File: config.mk
export PLATFORM = sky130hd
export DESIGN_NAME = req_ack_responder
export DESIGN_NICKNAME = d
export VERILOG_FILES = /design/src/rtl/req_ack_pkg.sv /design/src/rtl/sat_counter.sv /design/src/rtl/req_ack_responder.sv
export SDC_FILE = /design/constraint.sdc
export NUM_CORES = 1
export LEC_CHECK = 0
export ABC_CLOCK_PERIOD_IN_PS = 1850
export BUFFER_PORTS_ARGS = -buffer_cell sky130_fd_sc_hd__buf_2
export CAP_MARGIN = 20
export CORE_MARGIN = 2
export CORE_UTILIZATION = 42
export DETAILED_ROUTE_END_ITERATION = 6
export PLACE_DENSITY = 0.7
export SKIP_LAST_GASP = 1
export SYNTH_ARGS = -nofsm -noshare
export SYNTH_HDL_FRONTEND = slang
export SYNTH_HIERARCHICAL = 1
export SYNTH_SLANG_ARGS = --single-unit
File: constraint.sdc
create_clock -name clk -period 1.85 [get_ports clk]
set_input_delay 0.0925 -clock clk [delete_from_list [all_inputs] [get_ports clk]]
set_output_delay 0.0925 -clock clk [all_outputs]
set_load 0.1 [all_outputs]
File: src/rtl/req_ack_pkg.sv
// rtl/req_ack_pkg.sv - shared types and constants for the req/ack responder
//
// Contents:
//   rsp_state_e     responder FSM state (IDLE, WAIT)
//   MAX_LAT_LIMIT   largest supported backend latency window
//   DEFAULT_DATA_W  default response data width
package req_ack_pkg;

  typedef enum logic {
    IDLE = 1'b0,
    WAIT = 1'b1
  } rsp_state_e;

  localparam int MAX_LAT_LIMIT  = 15;
  localparam int DEFAULT_DATA_W = 8;

endpackage

File: src/rtl/sat_counter.sv
// rtl/sat_counter.sv - saturating event counter
//
// Ports:
//   clk    clock
//   rst_n  synchronous active-low reset
//   inc    count one event (ignored once saturated)
//   clr    synchronous clear, takes priority over inc
//   count  current count, sticks at all-ones
module sat_counter #(
  parameter int WIDTH = 8
) (
  input  logic             clk,
  input  logic             rst_n,
  input  logic             inc,
  input  logic             clr,
  output logic [WIDTH-1:0] count
);

  logic [WIDTH-1:0] count_q;

  always_ff @(posedge clk) begin
    if (!rst_n || clr) begin
      count_q <= '0;
    end else if (inc && (count_q != {WIDTH{1'b1}})) begin
      count_q <= count_q + WIDTH'(1);
    end
  end

  assign count = count_q;

endmodule

File: src/rtl/req_ack_responder.sv
// rtl/req_ack_responder.sv - single-outstanding req/ack responder with backend timeout
//
// Ports:
//   clk, rst_n            clock, synchronous active-low reset
//   req                   request pulse, sampled only while idle
//   ack                   one-cycle acknowledge, the cycle after an accepted req
//   valid / error         one-cycle response / timeout strobes, mutually exclusive
//   data                  last response data, held between responses
//   busy                  request outstanding
//   src_valid, src_data   backend beat
//   src_ready             backend may transfer (same as busy)
//   err_count             saturating count of timeouts
module req_ack_responder
  import req_ack_pkg::*;
#(
  parameter int DATA_W  = DEFAULT_DATA_W,
  parameter int MAX_LAT = 5,
  parameter int CNT_W   = 8
) (
  input  logic              clk,
  input  logic              rst_n,
  input  logic              req,
  output logic              ack,
  output logic              valid,
  output logic              error,
  output logic [DATA_W-1:0] data,
  output logic              busy,
  input  logic              src_valid,
  input  logic [DATA_W-1:0] src_data,
  output logic              src_ready,
  output logic [CNT_W-1:0]  err_count
);

  // Out-of-range latency settings are clamped into 1..MAX_LAT_LIMIT.
  localparam int LAT = (MAX_LAT < 1) ? 1 :
                       (MAX_LAT > MAX_LAT_LIMIT) ? MAX_LAT_LIMIT : MAX_LAT;
  localparam int CW  = $clog2(LAT + 1);

  rsp_state_e        state_q;
  logic [CW-1:0]     cnt_q;
  logic              ack_q;
  logic              valid_q;
  logic              error_q;
  logic [DATA_W-1:0] data_q;

  // Timeout fires only on the last sampling cycle, and only if the backend
  // is silent then: a beat on that same cycle still counts as a response.
  logic timeout;
  assign timeout = (state_q == WAIT) && !src_valid && (cnt_q == CW'(LAT));

  always_ff @(posedge clk) begin
    if (!rst_n) begin
      state_q <= IDLE;
      cnt_q   <= '0;
      ack_q   <= 1'b0;
      valid_q <= 1'b0;
      error_q <= 1'b0;
      data_q  <= '0;
    end else begin
      valid_q <= 1'b0;
      error_q <= 1'b0;
      case (state_q)
        IDLE: begin
          ack_q <= 1'b0;
          if (req) begin
            state_q <= WAIT;
            ack_q   <= 1'b1;
            cnt_q   <= CW'(1);
          end
        end
        WAIT: begin
          ack_q <= 1'b0;
          if (src_valid) begin
            valid_q <= 1'b1;
            data_q  <= src_data;
            state_q <= IDLE;
          end else if (timeout) begin
            error_q <= 1'b1;
            state_q <= IDLE;
          end else begin
            cnt_q <= cnt_q + CW'(1);
          end
        end
        default: state_q <= IDLE;
      endcase
    end
  end

  sat_counter #(
    .WIDTH(CNT_W)
  ) u_err_cnt (
    .clk  (clk),
    .rst_n(rst_n),
    .inc  (timeout),
    .clr  (1'b0),
    .count(err_count)
  );

  assign ack       = ack_q;
  assign valid     = valid_q;
  assign error     = error_q;
  assign data      = data_q;
  assign busy      = (state_q == WAIT);
  assign src_ready = (state_q == WAIT);

endmodule

==> results of run 1 <==
state kept, by name, summed over array words and instances (netlist names):
signal,flops
busy,1
cnt_q,3
data,8
u_err_cnt/count,8
valid,1
ack,1
error,1
area by class of cell:
| class | instances | area, um2 | share of cell area, % |
|---|---|---|---|
| clock buffer | 3 | 22.5 | 1.77 |
| clock inverter | 1 | 5.00 | 0.394 |
| inverter | 2 | 7.51 | 0.591 |
| multi-input combinational | 86 | 563 | 44.3 |
| sequential | 23 | 467 | 36.7 |
| tap | 30 | 37.5 | 2.96 |
| timing repair buffer | 33 | 168 | 13.2 |
layout by cell type, fill, tap and decap left out, types with 2 or more instances in the layout:
| cell | n |
|---|---|
| a31oi_1 | 2 |
| nor2b_1 | 3 |
| nand3_1 | 12 |
| conb_1 | 2 |
| o21ai_0 | 2 |
| nand3b_1 | 2 |
| and3_1 | 4 |
| nand2_1 | 15 |
| a21oi_1 | 5 |
| nor3_1 | 2 |
| nand2b_1 | 4 |
| clkbuf_4 | 3 |
| mux2i_1 | 4 |
| dfxtp_2 | 2 |
| and4_1 | 3 |
| ha_1 | 3 |
| dfxtp_1 | 20 |
| buf_2 | 32 |
| a221o_1 | 2 |
| a21boi_0 | 9 |
| inv_1 | 2 |
routing by layer:
| layer | routed length (um) | GRT usage [%] | vias up |
|---|---|---|---|
| li1 | - | - | 478 |
| met1 | 1100 | 21.6 | 440 |
| met2 | 921 | 25.0 | 22 |
| met3 | 91 | 2.50 | 2 |
| met4 | 20 | 7.69 | 0 |
| met5 | 0 | 0 | - |
power breakdown:
part           internal (W)  switching, W  leakage, nW
Sequential         0.000508     0.0000116        0.188
Clock             0.0000806      0.000156       0.0177
Combinational     0.0000356      0.000118        0.354
cell families (layout without fill, tap and decap cells):
logic type	after synthesis	count (layout)
mux	4	4
buf+inv	6	39
fa+ha+maj	3	3
other cells	1	2
simple gates	52	52
compound gates	25	25
flops	23	23
cells in the mapped netlist:
library cell  number
a21boi_2           1
a21boi_0           9
nand3_1           12
nand2_2            1
nand3b_1           2
a31oi_1            2
clkbuf_1           1
ha_1               3
conb_1             1
a221o_1            2
nand2_1           15
o21ai_0            2
nand4_1            1
nor2_1             1
and2_1             1
dfxtp_1           23
nor3_1             2
a21boi_1           1
a41o_1             1
mux2i_1            4
nor2b_2            1
buf_4              1
nor2b_1            3
and3_1             4
and4_1             3
a311oi_1           1
nand2b_1           4
buf_2              2
a21oi_1            5
inv_1              2
and4_4             1
a211oi_2           1
nor2b_4            1
through the flow:
stage | area (um2) | hold WS [ns]
final | 1270 | 0.0244
after detailed placement | 1240 | 0.364
after global placement | 1240 | 0.355
after CTS | 1270 | 0.0169
after global routing | 1270 | 0.0226
after floorplan | 1060 | 0.236
worst paths after layout:
path	start	slack (ns)	end	depth (start not counted)
min	src_data[4]	0.02	data[4]	3
min reg2reg	data[2]	0.47	data[2]	2
max reg2reg	cnt_q[0]	0.20	u_err_cnt/count[5]	7
max	cnt_q[0]	0.20	u_err_cnt/count[5]	7
worst register-to-register path: cells and delay by family, from the launching register on:
family / cells / cell delay, ns
AO/OA/AOI/OAI: 1 / 0.25
adder cells (fa/ha/maj): 1 / 0.18
buffers and inverters: 1 / 0.17
flip-flops: 1 / 0.41
multiplexers: 1 / 0.20
AND/OR/NAND/NOR: 3 / 0.39
==> qor.csv, run 1 <==
metric;value;unit
cellLeakagePower;0.560;nW
rsz0062_at_grt;false;
drive_gt1_share;31.1;%
portBuffers;32;
worstSkewPairLatency;0.31;ns
io_pins;33;
fp.dieW;54.0;um
synth-compound-area-share;17.7;%
synth_cell_types;33;
wl_per_cell;12.0;um
grtUsageTotal;16.1;%
synthSimpleGateAreaFrac;27.9;%
avgSynthCellArea;9.20;um2
final-hold-violation-count;0;
synth_mux_area_share;3.82;%
synthCells;114;
cts_hold_buf;0;
clkSlewWorstSetupHoldPaths;0.13;ns
synthAdderAreaFrac;3.58;%
min_path_type;in -> reg;
netlist.area_leader.share;43.9;%
routed-via-count;942;
crit_arrival;1.90;ns
tns;0;ns
synth_seq_cells;23;
numCtsBuffers;3;
coreArea;2410;um2
yosysSeqAreaShare;43.9;%
path_cells;ha_1 > nand2_2 > nor3_1 > buf_4 > nand4_1 > a211oi_2 > mux2i_1;
dieArea;2910;um2
die_h;54.0;um
max_cap_viol_count;0;
post_cts_resized;0;
slew_viol_final;0;
post_cts_buffers;0;
status;finished clean;
cpPeakStageDelay;0.41;ns
synthXorXnorAreaFrac;0;%
critPathKind;reg -> reg;
period_share;89.0;%
netlist_area;1050;um2
start_util;43.5;%
critical_path.top_delay_family;flip-flops;
ant_nets;0;
synth_area_leaders;dfxtp_1 (44%), a21boi_0 (6.4%), nand3_1 (5.7%);
postLayoutCoreUtil;52.7;%
root_buffer;clkbuf_4;
endpoint_kind;flop;
area_delta_synth_final;21.1;%
startpoint_type;flop;
dp_cells;174;
grt_pass1_wl;3.44;mm
cp_num_buf_inv;1;
cts_htree_levels;1;
fin_total_pwr;0.000909;W
finalWorstSetupSlack;0.203;ns
placementRows;18;
cts_tree;yes;
setup_viol;0;
nNetsFinal;164;
synth_top_family_by_area;simple AND/OR/NAND/NOR gates;
dp_hpwl;1.52;mm
peakVddDrop;0.000439;V
yosysWarningCount;6;
gp_congestion;0.842;
drtIter0Drc;24;
fillCellCount;221;
place_ws;0.249;ns
overflow;0;
cts_buffer_depth;2;
crit_fanout;7;
antenna_cells;0;
grt_max_degree;19;
wl;2.14;mm
required;2.10;ns
slowest_stage;dfxtp_1;
fin_cells;178;
fin_crit;1.65;ns
cts_num_sinks;23;
routed_via_density;5.29;
clock_skew;0.00240;ns
synth_top_area_cell;dfxtp_1;
first_global_vias;779;
antenna_found_initial;0;
firstDrtPassIters;4;
power_density;716;nW/um2
drc;0;
fmax;607;MHz
No activity file was read; power rests on OpenSTA's default activity.
==> inputs of run 2 (changes only) <==
--- a/config.mk
+++ b/config.mk
@@ -11,7 +11,7 @@
 export CORE_MARGIN = 2
 export CORE_UTILIZATION = 42
 export DETAILED_ROUTE_END_ITERATION = 6
-export PLACE_DENSITY = 0.7
+export PLACE_DENSITY_LB_ADDON = 0.3
 export SKIP_LAST_GASP = 1
 export SYNTH_ARGS = -nofsm -noshare
 export SYNTH_HDL_FRONTEND = slang
==> run 2 against run 1 <==
  * Cell area grew 0.20%
  * Power grew 0.43%
  * Clock skew grew 0.0041 ns
  * Non-clock buffer count is the same
  * Global-route usage shrank 0.57 points
  * First-iteration DRC count shrank 75%
  * Register-to-register slack lost 0.02 ns
  * Core utilization grew 0.10 points
  * Critical path type unchanged
==> qor.csv, run 2 (synthesized netlist as in run 1, its figures left out) <==
metric;value;unit;change
post_cts_buffers;0;;unchanged
grt_max_degree;19;;unchanged
final_cell_mix;buf_2 (32), dfxtp_1 (20), nand2_1 (15), nand3_1 (12), a21boi_0 (9);;
cts_htree_levels;1;;unchanged
ant_nets;0;;unchanged
required;2.10;ns;about the same
grtUsageTotal;15.5;%;-0.57 points
wl;2.08;mm;-2.6%
drive_gt1_share;31.1;%;unchanged
status;finished clean;;
cts_buffer_depth;2;;unchanged
routed-via-count;900;;-4.5%
r2r-end;u_err_cnt/count[5];;
startpoint_type;flop;;
worstSkewPairLatency;0.31;ns;about the same
clkSlewWorstSetupHoldPaths;0.14;ns;about the same
io_pins;33;;unchanged
die_h;54.0;um;unchanged
root_buffer;clkbuf_4;;
fmax;598;MHz;-1.5%
rrSetupSlack;0.18;ns;-0.02 ns
first_global_vias;809;;+3.9%
peakVddDrop;0.000392;V;-11%
overflow;0;;unchanged
portBuffers;32;;unchanged
wl_per_cell;11.7;um;-2.6%
firstDrtPassIters;4;;unchanged
final-hold-violation-count;0;;unchanged
setup_viol;0;;unchanged
dp_cells;174;;unchanged
nNetsFinal;164;;unchanged
critPathKind;reg -> reg;;
crit_fanout;7;;unchanged
cellLeakagePower;0.556;nW;-0.67%
mostFrequentLayoutCell;buf_2;;
slew_viol_final;0;;unchanged
drc;0;;unchanged
clock_skew;0.00646;ns;+0.00406 ns
start_util;43.5;%;unchanged
coreArea;2410;um2;unchanged
drtIter0Drc;6;;-75%
fp.dieW;54.0;um;unchanged
crit_arrival;1.92;ns;+0.02 ns
power_density;718;nW/um2;+0.24%
postLayoutCellArea;1270;um2;+0.20%
cts_num_sinks;23;;unchanged
gp_congestion;0.852;;+1.2%
placementRows;18;;unchanged
area_delta_synth_final;21.4;%;
fin_cells;178;;unchanged
grt_pass1_wl;3.33;mm;-3.0%
min_from;src_data[2];;
holdPathStages;3;;unchanged
post_cts_resized;0;;unchanged
period_share;90.3;%;+1.3 points
cts_tree;yes;;
fin_crit;1.67;ns;+0.0243 ns
min_path_type;in -> reg;;
postLayoutCoreUtil;52.8;%;+0.10 points
max_cap_viol_count;0;;unchanged
dieArea;2910;um2;unchanged
cts_hold_buf;0;;unchanged
antenna_found_initial;0;;unchanged
rsz0062_at_grt;false;;
antenna_cells;0;;unchanged
r2r_start;cnt_q[0];;
placed_area;1240;um2;unchanged
dp_hpwl;1.59;mm;+4.7%
holdPathEnd;data[2];;
routed_via_density;5.06;;-4.5%
worstRegToRegCells;7;;unchanged
tns;0;ns;unchanged
endpoint_kind;flop;;
fin_total_pwr;0.000913;W;+0.43%
numCtsBuffers;3;;unchanged
==> run 2: cell count changes in the layout (fill, tap and decap cells not counted) <==
cell / delta
clkinv_2: -1
clkinvlp_4: +1
==> run 2: critical path: stages (launching register included) <==
cell and delay, ns:
dfxtp_1 0.41, ha_1 0.18, nand2_2 0.10, nor3_1 0.17, buf_4 0.17, nand4_1 0.13, a211oi_2 0.24, mux2i_1 0.21
==> run 2: worst max path at each step <==
stage,startpoint,endpoint,slack (ns),cells past startpoint
floorplan,u_err_cnt/count[4],u_err_cnt/count[7],0.03,3
global placement,cnt_q[0],u_err_cnt/count[5],0.32,7
detailed placement,cnt_q[0],u_err_cnt/count[5],0.20,7
CTS,cnt_q[0],u_err_cnt/count[5],0.18,7
global route,cnt_q[0],u_err_cnt/count[5],0.08,7
finish,cnt_q[0],u_err_cnt/count[5],0.18,7
==> run 2: cell type report <==
type | count | area, um2
flip-flops and latches | 23 | 467
repair buffers | 33 | 168
well taps | 30 | 37.5
inverters | 2 | 7.51
clock inverters | 1 | 7.51
clock buffers | 3 | 22.5
fillers | 241 | 1140
multi-input cells | 86 | 563
==> run 2: metal layers <==
metal | wire length (um) | up-vias | part of all wire [%] | global-route usage (%)
met1 | 1010 | 408 | 48 | 19.4
met4 | 13 | 0 | 0.63 | 8.55
met2 | 973 | 13 | 47 | 25.0
met3 | 85 | 2 | 4.1 | 2.78
met5 | 0 | - | 0 | 0
li1 | - | 477 | - | -
==> run 2: report_power, final <==
group          switching [W]  total (W)  internal, W  leakage [nW]
combinational       0.000117   0.000152    0.0000355         0.354
clock               0.000159   0.000242    0.0000823        0.0139
sequential         0.0000114   0.000519     0.000508         0.188
==> run 2: stage by stage <==
stage / setup WS (ns) / hold slack (ns)
CTS: 0.178 / 0.0153
global route: 0.0789 / 0.0151
floorplan: 0.0326 / 0.236
detailed placement: 0.199 / 0.364
finish: 0.179 / 0.0237
global placement: 0.315 / 0.356
==> inputs of run 3 (changes only) <==
--- a/config.mk
+++ b/config.mk
@@ -8,6 +8,7 @@
 export ABC_CLOCK_PERIOD_IN_PS = 1850
 export BUFFER_PORTS_ARGS = -buffer_cell sky130_fd_sc_hd__buf_2
 export CAP_MARGIN = 20
+export CORE_ASPECT_RATIO = 1.25
 export CORE_MARGIN = 2
 export CORE_UTILIZATION = 42
 export DETAILED_ROUTE_END_ITERATION = 6
==> run 3 against run 2 <==
  * Largest power group unchanged
  * Highest routed layer unchanged
  * Sequential share of layout area stayed put
  * Register-to-register slack lost 0.02 ns
  * Via count up 6.4%
==> qor.csv, run 3 (synthesized netlist as in run 1, its figures left out) <==
metric;value;unit;change
dp_hpwl;1.66;mm;+4.6%
cts_hold_buf;0;;unchanged
holdPathStages;3;;unchanged
rrSetupSlack;0.16;ns;-0.02 ns
routed_via_density;5.29;;+4.7%
firstDrtPassIters;4;;unchanged
power_density;712;nW/um2;-0.74%
coreArea;2400;um2;-0.31%
wl_per_cell;12.5;um;+6.8%
drive_gt1_share;30.4;%;-0.68 points
crit_path_start;cnt_q[0];;
routed-via-count;958;;+6.4%
nNetsFinal;164;;unchanged
antenna_found_initial;0;;unchanged
holdPathEnd;data[7];;
clkSlewWorstSetupHoldPaths;0.12;ns;-0.02 ns
required;2.10;ns;about the same
crit_fanout;7;;unchanged
min_from;src_data[7];;
die_h;59.9;um;+11%
final_cell_mix;buf_2 (32), dfxtp_1 (20), nand2_1 (15), nand3_1 (12), a21boi_0 (9);;
grt_max_degree;19;;unchanged
post_cts_buffers;0;;unchanged
fmax;591;MHz;-1.3%
start_util;43.6;%;+0.14 points
critPathKind;reg -> reg;;
antenna_cells;0;;unchanged
cts_buffer_depth;2;;unchanged
area_delta_synth_final;21.4;%;unchanged
placementRows;20;;+2
first_global_vias;919;;+14%
top_usage_layer;met2;;
max_cap_viol_count;0;;unchanged
dieArea;2910;um2;about the same
drtIter0Drc;17;;+11
mostFrequentLayoutCell;buf_2;;
clock_skew;0.00407;ns;-0.00240 ns
ant_nets;0;;unchanged
worstRegToRegCells;7;;unchanged
grt_util_met1;16.7;%;-2.6 points
cts_num_sinks;23;;unchanged
startpoint_type;flop;;
root_buffer;clkbuf_4;;
grtUsageTotal;17.1;%;+1.6 points
tns;0;ns;unchanged
r2r-end;u_err_cnt/count[5];;
fin_crit;1.69;ns;+0.0219 ns
overflow;0;;unchanged
setup_viol;0;;unchanged
portBuffers;32;;unchanged
cellLeakagePower;0.557;nW;+0.19%
fin_total_pwr;0.000906;W;-0.74%
period_share;91.5;%;+1.2 points
met2_usage;33.5;%;+8.5 points
use_met3;2.50;%;-0.28 points
endpoint_kind;flop;;
post_cts_resized;0;;unchanged
drc;0;;unchanged
io_pins;33;;unchanged
worstSkewPairLatency;0.31;ns;about the same
numCtsBuffers;3;;unchanged
fp.dieW;48.7;um;-9.8%
cts_tree;yes;;
min_path_type;in -> reg;;
final-hold-violation-count;0;;unchanged
holdWs;0.0197;ns;-0.00396 ns
rsz0062_at_grt;false;;
gp_congestion;0.791;;-7.1%
status;finished clean;;
cts_htree_levels;1;;unchanged
grt_pass1_wl;3.80;mm;+14%
r2r_start;cnt_q[0];;
crit_arrival;1.95;ns;+0.03 ns
wl;2.26;mm;+8.6%
slew_viol_final;0;;unchanged
peakVddDrop;0.000440;V;+12%
==> run 3: cell types whose count changed in the layout (fill, tap and decap cells not counted) <==
| cell | delta |
|---|---|
| clkbuf_1 | +1 |
| clkinvlp_4 | -1 |
==> run 3: through the flow <==
stage          util [%]  area (um2)  instances  worst slack, ns
2_1_floorplan         -        1060        115           0.0326
3_3_place_gp       51.9        1250        177            0.317
3_5_place_dp       51.9        1250        177            0.227
4_1_cts            53.0        1270        181            0.170
5_1_grt            53.0        1270        181           0.0538
6_report           53.0        1270        181            0.157
==> run 3: power breakdown <==
group	internal (W)	leakage [nW]	switching (W)	total, W
registers	0.000507	0.188	0.0000123	0.000520
clock network	0.0000844	0.0150	0.000149	0.000233
logic	0.0000355	0.354	0.000118	0.000154
total	0.000627	0.557	0.000279	0.000906
==> run 3: layer usage <==
layer  wire length [um]  part of all wire [%]  vias to the layer above
li1                   -                     -                      478
met1                933                    41                      449
met4                 46                   2.0                        0
met3                 94                   4.2                        4
met2               1190                    52                       27
met5                  0                     0                        -
==> run 3: layout make-up <==
type | instances | area, um2
clock buffer | 4 | 26.3
sequential | 23 | 467
multi-input combinational | 86 | 563
fill | 260 | 1130
timing repair buffer | 33 | 168
inverter | 2 | 7.51
tap | 33 | 41.3
==> run 3: worst max path at each step <==
stage,to,cells after the start
floorplan,u_err_cnt/count[7],3
global placement,u_err_cnt/count[5],7
detailed placement,u_err_cnt/count[5],7
CTS,u_err_cnt/count[5],7
global route,u_err_cnt/count[5],7
finish,u_err_cnt/count[5],7
==> run 3: critical path: stages, from the launching register on <==
cell and delay [ns]:
dfxtp_1 0.41, ha_1 0.19, nand2_2 0.11, nor3_1 0.15
buf_4 0.16, nand4_1 0.15, a211oi_2 0.26, mux2i_1 0.19
